$ cat config.mk
export PLATFORM = sky130hd
export DESIGN_NAME = ex_muldiv_unit
export DESIGN_NICKNAME = d
export VERILOG_FILES = /design/src/rtl/ex_muldiv_unit.sv
export SDC_FILE = /design/constraint.sdc
export NUM_CORES = 1
export LEC_CHECK = 0
export ABC_AREA = 1
export CELL_PAD_IN_SITES_DETAIL_PLACEMENT = 1
export CELL_PAD_IN_SITES_GLOBAL_PLACEMENT = 1
export CORE_ASPECT_RATIO = 1.2
export CORE_MARGIN = 1
export CORE_UTILIZATION = 46
export DETAILED_ROUTE_END_ITERATION = 12
export GPL_ROUTABILITY_DRIVEN = 0
export GPL_TIMING_DRIVEN = 0
export PLACE_DENSITY = 0.9
export RECOVER_POWER = 50
export SYNTH_ARGS = -nofsm -noshare
export SYNTH_HDL_FRONTEND = slang
export SYNTH_SLANG_ARGS = --single-unit
$ cat constraint.sdc
create_clock -name Clk -period 9.57 [get_ports Clk]
set_clock_uncertainty 0.1 [all_clocks]
set_input_delay 1.914 -clock Clk [delete_from_list [all_inputs] [get_ports Clk]]
set_output_delay 1.914 -clock Clk [all_outputs]
set_load 0.005 [all_outputs]
$ cat src/rtl/ex_muldiv_unit.sv
// ex_muldiv_unit: iterative MIPS-style HI/LO multiply/divide unit (one bit per cycle)
//   Clk, Reset                async active-high reset
//   Start_EX, Op_EX           issue request; 000 MULT 001 MULTU 010 DIV 011 DIVU 100 MTHI 101 MTLO
//   Rs_Data_EX, Rt_Data_EX    operands (MTHI/MTLO source is Rs)
//   Flush_EX                  abort in-flight operation, drops a same-cycle request
//   HI_EX, LO_EX              architectural HI/LO registers
//   Busy_EX, Done_EX          in-flight flag, one-cycle result-written pulse
//   Stall_EX                  Start_EX & Busy_EX
module ex_muldiv_unit #(
  parameter int WIDTH = 32
) (
  input  logic             Clk,
  input  logic             Reset,
  input  logic             Start_EX,
  input  logic [2:0]       Op_EX,
  input  logic [WIDTH-1:0] Rs_Data_EX,
  input  logic [WIDTH-1:0] Rt_Data_EX,
  input  logic             Flush_EX,
  output logic [WIDTH-1:0] HI_EX,
  output logic [WIDTH-1:0] LO_EX,
  output logic             Busy_EX,
  output logic             Done_EX,
  output logic             Stall_EX
);
  localparam int CW = $clog2(WIDTH + 1);
  typedef enum logic [1:0] {IDLE, RUN, FIX} state_t;
  state_t r_state, w_next;
  logic [CW-1:0] r_cnt;
  logic [WIDTH-1:0] r_hi, r_lo, r_acc_hi, r_acc_lo, r_op;
  logic r_div, r_neg_q, r_neg_r, r_dz, r_done;
  logic w_idle_req, w_accept, w_mt, w_sa, w_sb, w_ge;
  logic [WIDTH-1:0] w_mag_a, w_mag_b, w_quo, w_rem;
  logic [WIDTH:0] w_madd, w_dsh, w_ddiff;
  logic [2*WIDTH-1:0] w_mnext, w_dnext, w_prod, w_prod_s;
  assign w_idle_req = r_state == IDLE && Start_EX && !Flush_EX;
  assign w_accept = w_idle_req && !Op_EX[2];
  assign w_mt = w_idle_req && Op_EX[2:1] == 2'b10;
  assign w_sa = !Op_EX[0] && Rs_Data_EX[WIDTH-1];
  assign w_sb = !Op_EX[0] && Rt_Data_EX[WIDTH-1];
  assign w_mag_a = w_sa ? -Rs_Data_EX : Rs_Data_EX;
  assign w_mag_b = w_sb ? -Rt_Data_EX : Rt_Data_EX;
  // Multiply: multiplier sits in r_acc_lo and shifts out LSB-first while the product fills in from the top.
  assign w_madd = {1'b0, r_acc_hi} + (r_acc_lo[0] ? {1'b0, r_op} : '0);
  assign w_mnext = {w_madd, r_acc_lo[WIDTH-1:1]};
  // Divide: dividend shifts out of r_acc_lo MSB-first into the partial remainder; quotient bits shift in.
  // The partial remainder stays below the divisor, so the shifted value fits WIDTH+1 bits and
  // the difference's top bit is a clean borrow.
  assign w_dsh = {r_acc_hi, r_acc_lo[WIDTH-1]};
  assign w_ddiff = w_dsh - {1'b0, r_op};
  assign w_ge = !w_ddiff[WIDTH];
  assign w_dnext = {w_ge ? w_ddiff[WIDTH-1:0] : w_dsh[WIDTH-1:0], r_acc_lo[WIDTH-2:0], w_ge};
  assign w_prod = {r_acc_hi, r_acc_lo};
  assign w_prod_s = r_neg_q ? -w_prod : w_prod;
  // With a zero divisor the remainder path returns |Rs|, which sign-corrects back to Rs itself.
  assign w_quo = r_dz ? '1 : r_neg_q ? -r_acc_lo : r_acc_lo;
  assign w_rem = r_neg_r ? -r_acc_hi : r_acc_hi;
  always_comb begin
    w_next = r_state;
    if (Flush_EX) w_next = IDLE;
    else if (r_state == IDLE) w_next = w_accept ? RUN : IDLE;
    else if (r_state == RUN) w_next = r_cnt == CW'(1) ? FIX : RUN;
    else w_next = IDLE;
  end
  always_ff @(posedge Clk or posedge Reset) begin
    if (Reset) r_state <= IDLE;
    else r_state <= w_next;
  end
  always_ff @(posedge Clk or posedge Reset) begin
    if (Reset) begin
      r_cnt <= '0;
      r_hi <= '0;
      r_lo <= '0;
      r_acc_hi <= '0;
      r_acc_lo <= '0;
      r_op <= '0;
      r_div <= 1'b0;
      r_neg_q <= 1'b0;
      r_neg_r <= 1'b0;
      r_dz <= 1'b0;
      r_done <= 1'b0;
    end else begin
      r_done <= r_state == FIX && !Flush_EX;
      if (w_accept) begin
        r_div <= Op_EX[1];
        r_neg_q <= w_sa ^ w_sb;
        r_neg_r <= w_sa;
        r_dz <= Op_EX[1] && Rt_Data_EX == '0;
        r_op <= Op_EX[1] ? w_mag_b : w_mag_a;
        r_acc_hi <= '0;
        r_acc_lo <= Op_EX[1] ? w_mag_a : w_mag_b;
        r_cnt <= CW'(WIDTH);
      end else if (r_state == RUN && !Flush_EX) begin
        r_cnt <= r_cnt - CW'(1);
        {r_acc_hi, r_acc_lo} <= r_div ? w_dnext : w_mnext;
      end
      if (r_state == FIX && !Flush_EX) {r_hi, r_lo} <= r_div ? {w_rem, w_quo} : w_prod_s;
      if (w_mt && Op_EX[0]) r_lo <= Rs_Data_EX;
      if (w_mt && !Op_EX[0]) r_hi <= Rs_Data_EX;
    end
  end
  assign HI_EX = r_hi;
  assign LO_EX = r_lo;
  assign Busy_EX = r_state != IDLE;
  assign Done_EX = r_done;
  assign Stall_EX = Start_EX && Busy_EX;
endmodule

After elaboration in Yosys (flattened, before gate mapping)
Index checks and enable logic that the tools add are counted.

Mux-type cells: 27. Reduce and logical (&&, ||, !) cells: 22. Eq/ne operators: 4. Bitwise gates (word level): 1. Add/sub/neg operators: 8.

Operators by type and width (count): 2-to-1 mux 32 bit (17); 2-to-1 mux 64 bit (3); negation 32 bit (4); negation 64 bit (1); adder 32 x 32 -> 33 bit (1); subtractor 33 x 32 -> 33 bit (1); logical NOT 32 bit (1); logical AND 1 bit (12); 2-to-1 mux 6 bit (2); 2-to-1 mux 2 bit (4); nonzero test 2 bit (4); equality test 6 x 1 -> 1 bit (second input constant) (1); subtractor 6 x 1 -> 6 bit (second input constant) (1); equality test 2 bit (second input constant) (2); logical NOT 1 bit (4); equality test 2 x 1 -> 1 bit (second input constant) (1); logical NOT 2 bit (1); 2-to-1 mux 1 bit (1); XOR 1 bit (1).

Word-level logic and storage cells: 74. Register bits after elaboration: 173.

Logic depth before layout (Yosys ltp)
Gate-level depths: netlist of the first run.

Depth after elaboration: 7. Gate-level depth with buffers: 20. Mapped depth without buffers: 19.

Worst setup path after synthesis of the first run
No wires, ideal clock.

Kind: input to output. Start point: input port Start_EX. End point: output port Stall_EX. Path buffers: 0. Stages on the path: 1. Setup slack: 5535 ps. Arrival time: 2021 ps. Cell sequence: o21a_1.

Cells in the longest elaborated chain, start to end: 1.

Ends and longest elaborated chain: start, declared (line 14) `input logic Start_EX,`; logical AND 1 bit (line 105) `assign Stall_EX = Start_EX && Busy_EX;`; end, declared (line 23) `output logic Stall_EX`.

No other way between the ends.

Final worst setup path of the first run
Ends and elaborated chain as after synthesis.

==> impl_metrics.json, run 1 <==
{
  "status": "finished with violations",
  "violations": "max-capacitance violations, max-slew violations",
  "ctsLongestPathBuffers": 2,
  "first_global_vias": 23100,
  "portBuffers": 137,
  "ys_async_sr_fraction_pct": 100,
  "ys.flop_type": "dfrtp_1",
  "drt-initial-drc-count": 2544,
  "worstPathRequired_ns": 7.56,
  "dieArea_mm2": 0.0393,
  "hold_path.class": "reg2reg",
  "finalSetupViolations": 0,
  "synth_cells": 2906,
  "drc": 0,
  "arrival_ns": 3.01,
  "post-route-min-period_ns": 5.02,
  "yosys_warnings": 0,
  "antenna_found_initial": 1,
  "synth_edf_count": 0,
  "antenna_cells": 0,
  "slew_headroom_pct": -146,
  "hold_buffers": 0,
  "endpoint_kind": "output pin",
  "p_leak_uw": 0.0103,
  "hold_violations": 0,
  "peakVddDrop_uv": 181,
  "final_util_pct": 53.5,
  "grt_pass1_wl_um": 134000,
  "hpwl_um": 70400,
  "fin_tns_setup_ns": 0,
  "dieHeight_um": 217,
  "firstDrtPassIters": 6,
  "yosysUniqueCellTypes": 58,
  "rsz0062_at_grt": "no",
  "routed_wl_um": 88600,
  "worst_setup_path_start_kind": "input pin",
  "cts.sinks": 173,
  "placed_area_mm2": 0.0197,
  "synth_nets": 3049,
  "synth.avg_cell_area_um2": 6.10,
  "wl_per_cell_um": 24.9,
  "cts_setup_buffers": 0,
  "grt_usage_pct": 45.4,
  "p_per_area_mw_per_mm2": 334,
  "io_pins": 138,
  "cts_tree": "yes",
  "fin_nets": 3206,
  "max_freq_mhz": 199,
  "cts_inserted_buffers": 17,
  "num_vias": 22400,
  "rows": 78,
  "grt_max_degree": 98,
  "die_x_um": 181,
  "tightest_slew_ns": 3.67,
  "ant_nets": 0,
  "drive_gt1_share_pct": 5.79,
  "ys_seq_area_share_pct": 24.4,
  "path_clk_slew_ns": 0.07,
  "core_area_mm2": 0.0379,
  "vias_per_cell": 6.29,
  "cts_resized": 0,
  "ys_seq_elements": 173,
  "drv_slew": 77,
  "clk_latency_ns": 0.49,
  "crit_type": "in2out",
  "period_share_pct": 52.5,
  "path_max_fanout": 2,
  "initial_core_util_pct": 46.8,
  "syn2layout_area_growth_pct": 14.5,
  "cts-root-buf": "clkbuf_16",
  "final_area_mm2": 0.0203,
  "gr-total-overflow": 0,
  "syn_area_mm2": 0.0177,
  "nFillCells": 5345,
  "maxCapViolCount": 1,
  "htreeDepth": 4
}
==> layer usage <==
layer / share of wire, % / GRT usage, %
met1: 35 / 50.7
met4: 11 / 41.6
met3: 9.5 / 10.4
met2: 44 / 72.2
met5: 0 / 0.250
==> cells by family (layout without fill, tap and decap cells) <==
group	count (synthesis)	in the layout	share of synthesized area, %
adders and majority gates	72	72	5.17
AOI/OAI and AO/OA	425	425	14.5
DFF	173	173	24.4
buffers and inverters	527	697	11.9
and+or+nand+nor	1615	1615	39.3
xor gates and xnor gates	94	94	4.65
==> cell usage after synthesis, types with 5 or more instances <==
master | number | area (um2)
o221ai_1 | 22 | 193
or2_2 | 11 | 68.8
a22oi_1 | 19 | 143
o21bai_1 | 20 | 150
inv_2 | 10 | 37.5
nand2_4 | 5 | 56.3
ha_1 | 70 | 876
buf_2 | 26 | 130
o21ai_1 | 16 | 80.1
nand3b_1 | 11 | 82.6
nor3_1 | 34 | 170
o211ai_1 | 37 | 278
dfrtp_1 | 173 | 4330
nand4_1 | 31 | 194
nand3_2 | 19 | 190
nor2_2 | 13 | 81.3
nand2_1 | 943 | 3540
nand3_1 | 243 | 1220
nor4_1 | 9 | 56.3
a21oi_1 | 122 | 611
nand2_2 | 30 | 188
nor2_1 | 242 | 908
o21ai_0 | 135 | 676
buf_4 | 6 | 45.0
nor3_2 | 6 | 60.1
nor2_4 | 5 | 56.3
xnor2_1 | 16 | 140
o22ai_1 | 12 | 75.1
a21o_1 | 8 | 60.1
buf_6 | 6 | 67.6
xor2_1 | 78 | 683
a221oi_1 | 14 | 123
clkbuf_1 | 42 | 158
inv_1 | 428 | 1610
==> report_power, final <==
group	total (uW)	internal (uW)	switching [uW]	leakage (uW)
registers	1510	1000	510	0.00216
logic	4540	1500	3030	0.00789
clock network	716	366	349	0.000263
==> metrics by stage <==
stage | hold slack [ns] | power (uW) | instances | worst slack (ns)
global placement | 0.368 | 5650 | 3523 | 0.409
floorplan | 0.353 | 4180 | 2906 | 2.87
global route | 0.405 | 7140 | 3556 | 4.23
CTS | 0.393 | 6590 | 3556 | 4.55
detailed placement | 0.373 | 5840 | 3524 | 4.55
finish | 0.383 | 6760 | 3556 | 4.55
==> final timing paths <==
path                                    startpoint                  endpoint  slack, ns  cells past startpoint
min in group asynchronous                    Reset      LO_EX[3]$_DFFE_PP0P_       2.86                      2
max in group asynchronous                    Reset  r_acc_hi[24]$_DFFE_PP0P_       4.86                      2
hold / removal                LO_EX[5]$_DFFE_PP0P_      LO_EX[5]$_DFFE_PP0P_       0.38                      2
hold reg to reg               LO_EX[5]$_DFFE_PP0P_      LO_EX[5]$_DFFE_PP0P_       0.38                      2
setup reg to reg           r_acc_lo[0]$_DFFE_PP0P_  r_acc_hi[21]$_DFFE_PP0P_       6.11                     19
setup / recovery                          Start_EX                  Stall_EX       4.55                      3
==> final cells by class <==
cell class	instances	area, um2	area share [%]
Sequential cell	173	4330	21.4
Multi-Input combinational cell	2206	11300	55.6
Tap cell	480	601	2.96
Timing Repair Buffer	138	1400	6.90
Inverter	441	1660	8.18
Clock buffer	20	447	2.20
Clock inverter	12	114	0.562
Buffer	86	455	2.25
==> registers in the layout (all words and copies together) (netlist names) <==
register and cells:
r_state 2, r_neg_r 1, r_dz 1, r_cnt 6, Done_EX 1, LO_EX 32
r_div 1, r_acc_lo 32, HI_EX 32, r_op 32, r_neg_q 1, r_acc_hi 32
==> critical path: stages <==
cell and delay, ns:
clkdlybuf4s50_1 0.48, o21a_1 0.12, clkdlybuf4s50_1 0.49
==> placed cells by master, fill, tap and decap left out, types with 5 or more instances in the layout <==
cell	n
clkbuf_16	17
nand2_2	30
buf_4	6
nand2_4	5
nand4_1	31
nor2_2	13
clkdlybuf4s50_1	104
clkbuf_1	44
a221oi_1	14
xnor2_1	16
nor4_1	9
dfrtp_1	173
o21bai_1	20
a21oi_1	122
o221ai_1	22
inv_2	9
o21ai_0	135
nand2_1	943
o211ai_1	37
nand3_1	243
nand3b_1	11
ha_1	70
nor2_4	5
nand3_2	19
dlygate4sd3_1	33
nor2_1	242
or2_2	11
o22ai_1	12
nor3_2	6
xor2_1	78
a21o_1	8
nor3_1	34
o21ai_1	16
buf_6	6
inv_1	428
buf_2	26
a22oi_1	19
(Power assumes the default switching activity.)
==> inputs of run 2 (changes only) <==
- CORE_UTILIZATION: 46 -> 42
- PLACE_DENSITY: 0.9 -> 0.84
- clock period: 9.57 -> 4.81 ns (I/O delays scaled with it)
==> impl_metrics.json, run 2 (synthesized netlist as in run 1, its figures left out) <==
{
  "mostFrequentLayoutCell": "nand2_1",
  "drv_slew": 76,
  "cp_slowest_stage_delay_ns": 1.44,
  "hold_depth": 2,
  "portBuffers": 137,
  "timing.hold.ws_ns": 0.385,
  "antenna_found_initial": 1,
  "grt_max_degree": 40,
  "tightest_slew_ns": 1.84,
  "clk_latency_ns": 0.49,
  "antenna_cells": 0,
  "rows": 82,
  "r2r_cells": 19,
  "hold_violations": 0,
  "hpwl_um": 71000,
  "fin_nets": 3209,
  "p_per_area_mw_per_mm2": 654,
  "rrSetupSlack_ns": 1.24,
  "post-route-min-period_ns": 4.13,
  "crit_type": "in2reg",
  "nFillCells": 5863,
  "crit_buf_inv": 2,
  "hp-start": "LO_EX[13]$_DFFE_PP0P_",
  "finalPower_uw": 13300,
  "firstDrtPassIters": 5,
  "path_clk_slew_ns": 0.07,
  "drive_gt1_share_pct": 5.88,
  "status": "finished with violations",
  "arrival_ns": 4.45,
  "first_global_vias": 22600,
  "r2r_end": "r_acc_hi[21]$_DFFE_PP0P_",
  "drt-initial-drc-count": 1991,
  "violations": "max-capacitance violations, max-slew violations",
  "cts_setup_buffers": 0,
  "cts_resized": 0,
  "dieHeight_um": 227,
  "core_area_mm2": 0.0417,
  "wl_per_cell_um": 24.0,
  "cts_inserted_buffers": 17,
  "crit_chain": "dlygate4sd3_1 > nor3_1 > clkinv_1 > a21oi_1 > o21ai_0 > nand3_1",
  "max_freq_mhz": 242,
  "num_vias": 21800,
  "syn2layout_area_growth_pct": 15.2,
  "dieArea_mm2": 0.0430,
  "drc": 0,
  "rsz0062_at_grt": "no",
  "initial_core_util_pct": 42.5,
  "routed_wl_um": 86900,
  "p_leak_uw": 0.0104,
  "slew_headroom_pct": -23.9,
  "io_pins": 138,
  "ant_nets": 0,
  "finalSetupViolations": 0,
  "htreeDepth": 4,
  "maxCapViolCount": 3,
  "grt_pass1_wl_um": 132000,
  "worstPathRequired_ns": 5.13,
  "path_max_fanout": 10,
  "cts_tree": "yes",
  "ctsLongestPathBuffers": 2,
  "gr-total-overflow": 0,
  "grt_usage_pct": 40.9,
  "endpoint_kind": "flip-flop",
  "regToRegStartpoint": "r_acc_lo[0]$_DFFE_PP0P_",
  "worst_setup_path_start_kind": "input pin",
  "cp_slowest_cell": "nor3_1",
  "hold_path.class": "reg2reg",
  "cts-root-buf": "clkbuf_16",
  "whs_endpoint": "LO_EX[13]$_DFFE_PP0P_",
  "cts.sinks": 173,
  "vias_per_cell": 6.01,
  "critical-path-top-delay-family": "simple AND/OR/NAND/NOR gates",
  "peakVddDrop_uv": 347,
  "period_share_pct": 85.8,
  "hold_buffers": 0,
  "die_x_um": 189,
  "mostFrequentLayoutCells": "nand2_1, inv_1, nand3_1, nor2_1, dfrtp_1"
}
[run 2: routing by layer]
metal  global-route usage (%)  vias to the layer above  wire, um
met3                     7.62                      412      6870
met1                     47.0                    10600     32400
met2                     65.9                     1157     39200
met5                        0                        -        13
met4                     35.1                        2      8450
li1                         -                     9661         -
[run 2: through the flow]
| stage | setup TNS [ns] | instance area (um2) | worst slack, ns | instances | util, % |
|---|---|---|---|---|---|
| 2_1_floorplan | 0 | 17700 | 1.54 | 2906 | - |
| 3_3_place_gp | -2.14 | 19800 | -0.0373 | 3589 | 47.5 |
| 3_5_place_dp | 0 | 19900 | 1.04 | 3593 | 47.7 |
| 4_1_cts | 0 | 20400 | 1.34 | 3625 | 49.1 |
| 5_1_grt | 0 | 20400 | 0.529 | 3625 | 49.0 |
| 6_report | 0 | 20400 | 0.684 | 3625 | 49.0 |
[run 2: final cells by class]
cell class	instances	area [um2]	area share (%)
well taps	546	683	3.35
inverters	441	1660	8.12
multi-input cells	2206	11300	55.2
flip-flops and latches	173	4330	21.2
clock inverters	12	113	0.552
clock buffers	20	467	2.29
repair buffers	141	1440	7.03
plain buffers	86	455	2.23
[run 2: how the worst max path moves through the flow]
stage	start	end	depth (start not counted)
6_report	Flush_EX	HI_EX[2]$_DFFE_PP0P_	6
5_1_grt	Reset	r_op[30]$_DFFE_PP0P_	3
4_1_cts	r_acc_lo[0]$_DFFE_PP0P_	r_acc_hi[21]$_DFFE_PP0P_	19
3_5_place_dp	Rs_Data_EX[31]	r_acc_lo[10]$_DFFE_PP0P_	8
3_3_place_gp	Reset	r_acc_hi[15]$_DFFE_PP0P_	2
2_1_floorplan	Reset	Done_EX$_DFF_PP0_	1
[run 2: worst reg2reg max path, stage by stage, from the launching register on]
cell	delay, ns
dfrtp_1	0.35
buf_6	0.14
clkbuf_1	0.53
nand2_1	0.11
inv_1	0.08
ha_1	0.17
inv_1	0.06
fa_1	0.45
o21ai_2	0.35
nand2_1	0.15
nand2_1	0.14
nand2_1	0.07
nand2_1	0.20
nand2_1	0.14
nand3_1	0.10
nand3_1	0.11
nand2_1	0.08
inv_1	0.04
nand2_1	0.06
nand2_1	0.05
[run 2: power by group]
part           internal, uW  switching [uW]
clock network           757             672
registers              1990             995
logic                  2990            5930
